$ cat src/rtl/seq_shifter.sv
// rtl/seq_shifter.sv - iterative multi-cycle shifter/rotator with start/busy/done handshake
//
// Purpose: shifts or rotates a captured operand by a variable amount, at most
// STEP bits per clock, and loads the result into a held output register.
//
// Ports:
//   clk     in   1        rising-edge clock
//   rst_n   in   1        asynchronous active-low reset
//   start   in   1        request; accepted in IDLE or DONE only
//   ctrl    in   3        mode: 010 SLL, 001 SRA, 011 SRL, 100 ROL, 101 ROR, else PASS
//   amount  in   SH_BITS  shift distance 0 .. NBITS-1
//   y       in   NBITS    operand
//   busy    out  1        high while in SHIFT
//   done    out  1        one-cycle completion pulse
//   c       out  NBITS    result register, held until the next completion

module seq_shifter #(
    parameter int NBITS   = 32,
    parameter int SH_BITS = $clog2(NBITS),
    parameter int STEP    = 4
) (
    input  logic               clk,
    input  logic               rst_n,
    input  logic               start,
    input  logic [2:0]         ctrl,
    input  logic [SH_BITS-1:0] amount,
    input  logic [NBITS-1:0]   y,
    output logic               busy,
    output logic               done,
    output logic [NBITS-1:0]   c
);

    localparam logic [2:0] MODE_SLL = 3'b010;
    localparam logic [2:0] MODE_SRA = 3'b001;
    localparam logic [2:0] MODE_SRL = 3'b011;
    localparam logic [2:0] MODE_ROL = 3'b100;
    localparam logic [2:0] MODE_ROR = 3'b101;

    // One extra bit so that STEP == NBITS and NBITS itself are representable.
    localparam logic [SH_BITS:0] STEP_W  = (SH_BITS + 1)'(STEP);
    localparam logic [SH_BITS:0] NBITS_W = (SH_BITS + 1)'(NBITS);

    generate
        if (NBITS < 2) begin : g_bad_nbits
            $error("seq_shifter: NBITS must be at least 2");
        end
        if (STEP < 1 || STEP > NBITS || (STEP & (STEP - 1)) != 0) begin : g_bad_step
            $error("seq_shifter: STEP must be a power of two no larger than NBITS");
        end
    endgenerate

    typedef enum logic [1:0] {
        IDLE  = 2'd0,
        SHIFT = 2'd1,
        DONE  = 2'd2
    } state_t;

    state_t             state_q, state_d;
    logic [NBITS-1:0]   acc_q, acc_d;
    logic [SH_BITS-1:0] rem_q, rem_d;
    logic [2:0]         mode_q, mode_d;
    logic [NBITS-1:0]   c_q, c_d;
    logic               busy_q, done_q;

    logic [SH_BITS:0]   step_k;
    logic [NBITS-1:0]   shifted;

    function automatic logic is_pass(input logic [2:0] m);
        case (m)
            MODE_SLL, MODE_SRA, MODE_SRL, MODE_ROL, MODE_ROR: return 1'b0;
            default:                                          return 1'b1;
        endcase
    endfunction

    // k is always in 1 .. NBITS-1 when this is used, so the rotate's
    // complementary shift never reaches NBITS.
    function automatic logic [NBITS-1:0] shift_by(input logic [2:0]       m,
                                                  input logic [NBITS-1:0] v,
                                                  input logic [SH_BITS:0] k);
        case (m)
            MODE_SLL: return v << k;
            MODE_SRL: return v >> k;
            // acc keeps the captured sign bit in its MSB across every
            // iteration, so an arithmetic shift of acc replicates it.
            MODE_SRA: return $signed(v) >>> k;
            MODE_ROL: return (v << k) | (v >> (NBITS_W - k));
            MODE_ROR: return (v >> k) | (v << (NBITS_W - k));
            default:  return v;
        endcase
    endfunction

    always_comb begin
        step_k  = ({1'b0, rem_q} > STEP_W) ? STEP_W : {1'b0, rem_q};
        shifted = shift_by(mode_q, acc_q, step_k);
    end

    always_comb begin
        state_d = state_q;
        acc_d   = acc_q;
        rem_d   = rem_q;
        mode_d  = mode_q;
        c_d     = c_q;

        case (state_q)
            IDLE, DONE: begin
                state_d = IDLE;
                if (start) begin
                    acc_d  = y;
                    mode_d = ctrl;
                    rem_d  = amount;
                    if (amount == '0 || is_pass(ctrl)) begin
                        c_d     = y;
                        state_d = DONE;
                    end else begin
                        state_d = SHIFT;
                    end
                end
            end
            SHIFT: begin
                acc_d = shifted;
                // step_k <= rem_q < NBITS, so its low SH_BITS bits hold it exactly.
                rem_d = rem_q - step_k[SH_BITS-1:0];
                if (rem_d == '0) begin
                    c_d     = shifted;
                    state_d = DONE;
                end
            end
            default: state_d = IDLE;
        endcase
    end

    always_ff @(posedge clk or negedge rst_n) begin
        if (!rst_n) begin
            state_q <= IDLE;
            acc_q   <= '0;
            rem_q   <= '0;
            mode_q  <= '0;
            c_q     <= '0;
            busy_q  <= 1'b0;
            done_q  <= 1'b0;
        end else begin
            state_q <= state_d;
            acc_q   <= acc_d;
            rem_q   <= rem_d;
            mode_q  <= mode_d;
            c_q     <= c_d;
            // Status flags are flopped from the next state so they are
            // register outputs aligned with the state they describe.
            busy_q  <= (state_d == SHIFT);
            done_q  <= (state_d == DONE);
        end
    end

    assign busy = busy_q;
    assign done = done_q;
    assign c    = c_q;

endmodule

$ cat config.mk
export PLATFORM = sky130hd
export DESIGN_NAME = seq_shifter
export DESIGN_NICKNAME = d
export VERILOG_FILES = /design/src/rtl/seq_shifter.sv
export SDC_FILE = /design/constraint.sdc
export NUM_CORES = 1
export LEC_CHECK = 0
export ABC_AREA = 1
export BUFFER_PORTS_ARGS = -buffer_cell sky130_fd_sc_hd__buf_2
export CORE_MARGIN = 5
export CORE_UTILIZATION = 55
export CTS_CLUSTER_DIAMETER = 80
export DETAILED_ROUTE_END_ITERATION = 6
export PLACE_DENSITY = 0.72
export SYNTH_ARGS = -nofsm -noshare
export SYNTH_HDL_FRONTEND = slang
export SYNTH_SLANG_ARGS = --single-unit
$ cat constraint.sdc
create_clock -name clk -period 3.7 [get_ports clk]
set_input_delay 0 -clock clk [delete_from_list [all_inputs] [get_ports clk]]
set_output_delay 0 -clock clk [all_outputs]
set_load 0.02 [all_outputs]
==> results.yml, run 1 <==
status:
  status: "finished with violations"
  violations: "DRC"
clock_tree:
  cts_tree: "built"
  cts-buffers-inserted: 9
  ctsHoldBuffers: 28
  h-tree-depth: 3
  insertion_delay_ps: 350
  cts_root_buf: "clkbuf_16"
  clkSinkCount: 76
  postCtsSetupBuffers: 0
  ctsResizeCount: 0
  clkTransAtPathRegs_ps: 60
  clk_path_buf_depth: 2
layout:
  nFillCells: 1149
  synthToLayoutAreaGrowth_pct: 15.5
  drive_above_1_share: 0.113
  post-route-util: 0.649
  nets: 1362
  diodes: 0
yosys:
  syn-num-nets: 1283
  yosysMostFrequentCell: "nand2_1"
  synthTopCellsByArea: "nand2_1 29%, dfrtp_1 27%, o21ai_0 7.7%"
  async_flop_share: 1.00
  yosysSeqAreaShare: 0.268
  synth_commonest_cells: "553 x nand2_1, 109 x o21ai_0, 102 x inv_1"
  netlist_area_um2: 7090
  syn_avg_cell_area_um2: 5.73
  synth_edf_count: 0
  ys.flop_type: "dfrtp_1"
  syn_inst: 1238
  yosys.cell_types.count: 45
  yosysWarnings: 0
  yosys.area.top_type_share: 0.293
  ys_ff_latch: 76
  yosysTopAreaCell: "nand2_1"
sta:
  tns_ps: 0
  fmax_mhz: 295
  finalCritPeriodShare: 0.916
  skew_ps: 13.1
  final-max-slew-violation-count: 0
  rsz0062_at_grt: "no"
  hold_violations: 0
  min_period_ps: 3390
  worst_slew_pin_slew_ps: 977
  report.final.setup_viol: 0
  slew_headroom: 0.349
critical_path:
  arrival_ps: 3670
  cp-end-kind: "flop"
  worst-path-max-fanout: 33
  cp_data_required_time_ps: 3980
  critical_path_class: "flop to flop"
  crit_path_start_kind: "flop"
  reg2reg_depth: 12
grt:
  antenna_found_initial: 0
  grt_pass1_vias: 8805
  grt_pass1_wl_mm: 48.9
  overflow: 0
  grt_max_degree: 77
  grt_use_total: 0.426
floorplan:
  initial_core_util: 0.562
  rows: 41
  die_width_um: 124
  ios: 77
  die_y_um: 124
  core_area_um2: 12600
  dieArea_um2: 15300
hold_path:
  hold_depth: 5
  hold_class: "input pin to flop"
detailed_routing:
  totalWireLength_mm: 31.8
  vias: 9402
  drc: 1
  met2_length_mm: 13.5
  ant_nets: 0
  wl_met1_mm: 11.7
  wl_per_cell_um: 21.3
  drt_iter0_drc: 1515
  wl_met3_mm: 4.78
  top_layer_used: "met4"
  avgViaCountPerCell: 6.29
  dr.pass1.iters: 7
run:
  maxCapViolations: 0
placed_design:
  dp_hpwl_mm: 22.3
  gp_congestion: 1.10
  portBuffers: 76
## sequential cells by signal (all words and copies together) (netlist names)
register,count
busy,1
c,32
mode_q,3
rem_q,5
state_q,2
done,1
acc_q,32
## worst paths after layout
kind / slack, ps / startpoint / endpoint
hold / removal: 20 / y[13] / c[13]
setup / recovery: 310 / rem_q[4] / c[28]
hold reg to reg: 480 / c[11] / c[11]
min in group asynchronous: 350 / rst_n / c[29]
max in group asynchronous: 2690 / rst_n / acc_q[17]
setup reg to reg: 310 / rem_q[4] / c[28]
## critical path, stage by stage, from the launching register on
cell	delay (ps)
dfrtp_1	400
nor2_2	420
nand2_2	390
buf_4	310
nand2_1	120
ha_1	270
nor2_1	110
nand2_1	60
or3_4	420
a21oi_4	180
buf_4	390
nand2_1	150
nand2_1	90
## final cells by class
class,instances,area [µm²],share of cell area
inverters,115,432,0.0527
multi-input cells,980,4460,0.544
clock buffers,10,229,0.0280
clock inverters,6,46.3,0.00565
flip-flops and latches,76,1900,0.232
well taps,172,215,0.0263
repair buffers,135,908,0.111
## placed cells by master (no fill, tap or decap), types with 2 or more instances in the layout
cell	Yosys	final
nor2_4	2	2
or2_2	2	2
o2111ai_1	8	8
o21ai_0	109	109
o221ai_1	5	5
buf_4	4	31
a31oi_1	7	7
and2_1	2	2
clkbuf_16	0	9
a21oi_1	34	34
nor3_1	11	10
o21bai_1	3	3
ha_1	2	2
nor2_2	4	5
a211oi_1	3	3
nand2_2	3	3
nand3_1	64	64
dfrtp_1	76	76
inv_6	0	3
o21ai_1	26	26
inv_2	10	10
nand2_1	553	553
buf_2	21	75
o22ai_1	10	10
inv_1	102	102
o211ai_1	34	34
clkinv_1	3	3
o21a_1	3	3
clkinvlp_4	0	2
nand4_1	18	18
dlygate4sd3_1	0	28
nor2_1	63	62
## cell families after synthesis
family	share of synthesized area
buffers and inverters	0.104
xor gates and xnor gates	0.00124
DFF	0.268
and+or+nand+nor	0.418
AOI/OAI and AO/OA	0.203
muxes	0.00141
adders and majority gates	0.00353
other	0.000529
## per-layer routing
metal  track usage  up-vias
li1              -     4185
met1         0.570     4204
met2         0.633      844
met3         0.120      169
met4         0.210        0
met5             0        -
## through the flow
step	cells	setup WS (ps)	hold slack, ps	area [µm²]
detailed placement	1450	476	206	7630
CTS	1494	458	10.7	8190
finish	1494	310	15.7	8190
global route	1494	149	50.4	8190
global placement	1450	523	198	7630
floorplan	1238	1000	-296	7090
Power of run 1 is not shown: default switching activity piles up to over one toggle a cycle in this logic, so the estimate is an artifact.
==> run 2: changes to the inputs <==
--- a/config.mk
+++ b/config.mk
@@ -6,12 +6,14 @@
 export NUM_CORES = 1
 export LEC_CHECK = 0
 export ABC_AREA = 1
-export BUFFER_PORTS_ARGS = -buffer_cell sky130_fd_sc_hd__buf_2
+export CORE_ASPECT_RATIO = 1.75
 export CORE_MARGIN = 5
 export CORE_UTILIZATION = 55
 export CTS_CLUSTER_DIAMETER = 80
 export DETAILED_ROUTE_END_ITERATION = 6
-export PLACE_DENSITY = 0.72
+export DONT_BUFFER_PORTS = 1
+export PLACE_DENSITY = 0.67
+export SKIP_LAST_GASP = 1
 export SYNTH_ARGS = -nofsm -noshare
 export SYNTH_HDL_FRONTEND = slang
 export SYNTH_SLANG_ARGS = --single-unit
==> run 2 against run 1 <==
The run still ends with DRC left. Clock skew grew 3.6 ps. Worst hold slack lost 10 ps. Clock-buffer cell count is the same. Non-clock buffer count down 64. Sequential share of layout area grew 0.67 points. Utilization shrank 2.7 points. Fmax shrank 1.8%. First-iteration DRC count is 2.9% lower. Critical path type unchanged.
==> results.yml, run 2 (same netlist as run 1, synthesis figures left out) <==
layout:
  synthToLayoutAreaGrowth_pct: 12.3
  nets: 1298
  mostFrequentLayoutCells: "553 x nand2_1, 108 x o21ai_0, 102 x inv_1, 76 x dfrtp_1, 64 x nand3_1"
  diodes: 0
  final_common_cell: "nand2_1"
  drive_above_1_share: 0.0580
  nFillCells: 1272
  final_cells: 1429
clock_tree:
  cts_root_buf: "clkbuf_16"
  clk_path_buf_depth: 2
  cts-buffers-inserted: 9
  cts_tree: "built"
  postCtsSetupBuffers: 0
  h-tree-depth: 3
  clkSinkCount: 76
  insertion_delay_ps: 350
  clkTransAtPathRegs_ps: 70
sta:
  finalCritPeriodShare: 0.933
  slew_headroom: 0.345
  min_period_ps: 3450
  skew_ps: 16.8
  fin_ws_ps: 248
  final-max-slew-violation-count: 0
  report.final.setup_viol: 0
  rsz0062_at_grt: "no"
  tns_ps: 0
  hold_violations: 0
  worst_slew_pin_slew_ps: 973
  fmax_mhz: 290
placed_design:
  place_ws_ps: 536
  portBuffers: 0
  placed_cells: 1371
  gp_congestion: 1.16
  dp_hpwl_mm: 22.6
hold_path:
  worstHoldStart: "amount[3]"
  hold_class: "input pin to flop"
  hold_depth: 4
  whs_endpoint: "state_q[0]"
floorplan:
  die_y_um: 160
  initial_core_util: 0.554
  ios: 77
  die_width_um: 95.8
  core_area_um2: 12800
  dieArea_um2: 15300
  rows: 55
critical_path:
  critical_path.top_delay_family: "compound AO/OA/AOI/OAI gates"
  cp-end-kind: "flop"
  r2r_end: "acc_q[26]"
  cp_cell_sequence: "nor2_2 > nand3_4 > buf_4 > buf_4 > o21ai_0 > o21ai_0 > o22ai_1 > nand2_1 > nand2_1 > nand3_1 > nand2_1 > nand2_1 > o21ai_0"
  worst-path-max-fanout: 26
  arrival_ps: 3710
  critical_path_class: "flop to flop"
  critPathBufInv: 2
  regToRegSetupSlack_ps: 250
  crit_path_start_kind: "flop"
  rr_startpoint: "rem_q[4]"
  cp_data_required_time_ps: 3960
  cp_slowest_stage_delay_ps: 640
  worst_path_max_delay_cell: "o21ai_0"
  reg2reg_depth: 13
  cpMostUsedCell: "nand2_1"
detailed_routing:
  ant_nets: 0
  totalWireLength_mm: 32.2
  drt_iter0_drc: 1471
  drc: 28
  avgViaCountPerCell: 6.34
  vias: 9057
  dr.pass1.iters: 7
  wl_per_cell_um: 22.5
grt:
  grt_pass1_wl_mm: 49.9
  grt_use_total: 0.435
  grt_pass1_vias: 8566
  grt_max_degree: 77
  antenna_found_initial: 1
  overflow: 0
status:
  violations: "DRC"
  status: "finished with violations"
run:
  maxCapViolations: 0
==> run 2: cell count changes in the layout (fill, tap and decap cells not counted) <==
cell / change
buf_12: -1
buf_16: +1
buf_2: -75
buf_4: -2
bufinv_16: +1
clkinv_2: -1
clkinv_4: +1
dlygate4sd3_1: +13
inv_6: -1
o21ai_0: -1
o21ai_1: +1
==> run 2: metal layers <==
metal / up-vias / part of all wire / global-route usage
met4: 2 / 0.090 / 0.281
met1: 4088 / 0.35 / 0.537
met3: 206 / 0.13 / 0.146
li1: 4064 / - / -
met5: - / 0.00050 / 0
met2: 697 / 0.44 / 0.635
==> run 2: final cells by class <==
class	instances	area [µm²]	area share
timing repair buffer	71	656	0.0824
inverter	115	432	0.0542
tap	171	214	0.0269
clock buffer	10	229	0.0288
clock inverter	6	71.3	0.00896
sequential	76	1900	0.239
multi-input combinational	980	4460	0.560
==> run 2: worst max-delay path by stage <==
| stage | slack (ps) | cells past startpoint | from | to |
|---|---|---|---|---|
| 2_1_floorplan | 1000 | 17 | rem_q[4] | acc_q[22] |
| 3_3_place_gp | 510 | 18 | rem_q[4] | c[20] |
| 3_5_place_dp | 540 | 18 | rem_q[4] | acc_q[20] |
| 4_1_cts | 500 | 18 | rem_q[4] | c[20] |
| 5_1_grt | 160 | 18 | rem_q[4] | c[20] |
| 6_report | 250 | 13 | rem_q[4] | acc_q[26] |
==> run 2: worst register-to-register path, cell delays in order, from the launching register on <==
cell     delay (ps)
dfrtp_1         410
nor2_2          290
nand3_4         270
buf_4           310
buf_4           210
o21ai_0         640
o21ai_0         180
o22ai_1         470
nand2_1         160
nand2_1         100
nand3_1          60
nand2_1         120
nand2_1          60
o21ai_0          90
==> run 2: what timing repair did <==
item,CTS,global route
hold endpoints to repair,150,0
setup endpoints to repair,0,4
hold buffers,42,0
resized for setup,0,1
==> run 2: stage by stage <==
stage,util,hold slack [ps],cell area [µm²]
after floorplan,-,-296,7090
after CTS,0.622,2.61,7960
after global placement,0.564,-294,7220
after global routing,0.622,73.4,7960
final,0.622,5.48,7960
after detailed placement,0.564,-294,7220
Power of run 2 is left out for the same reason.
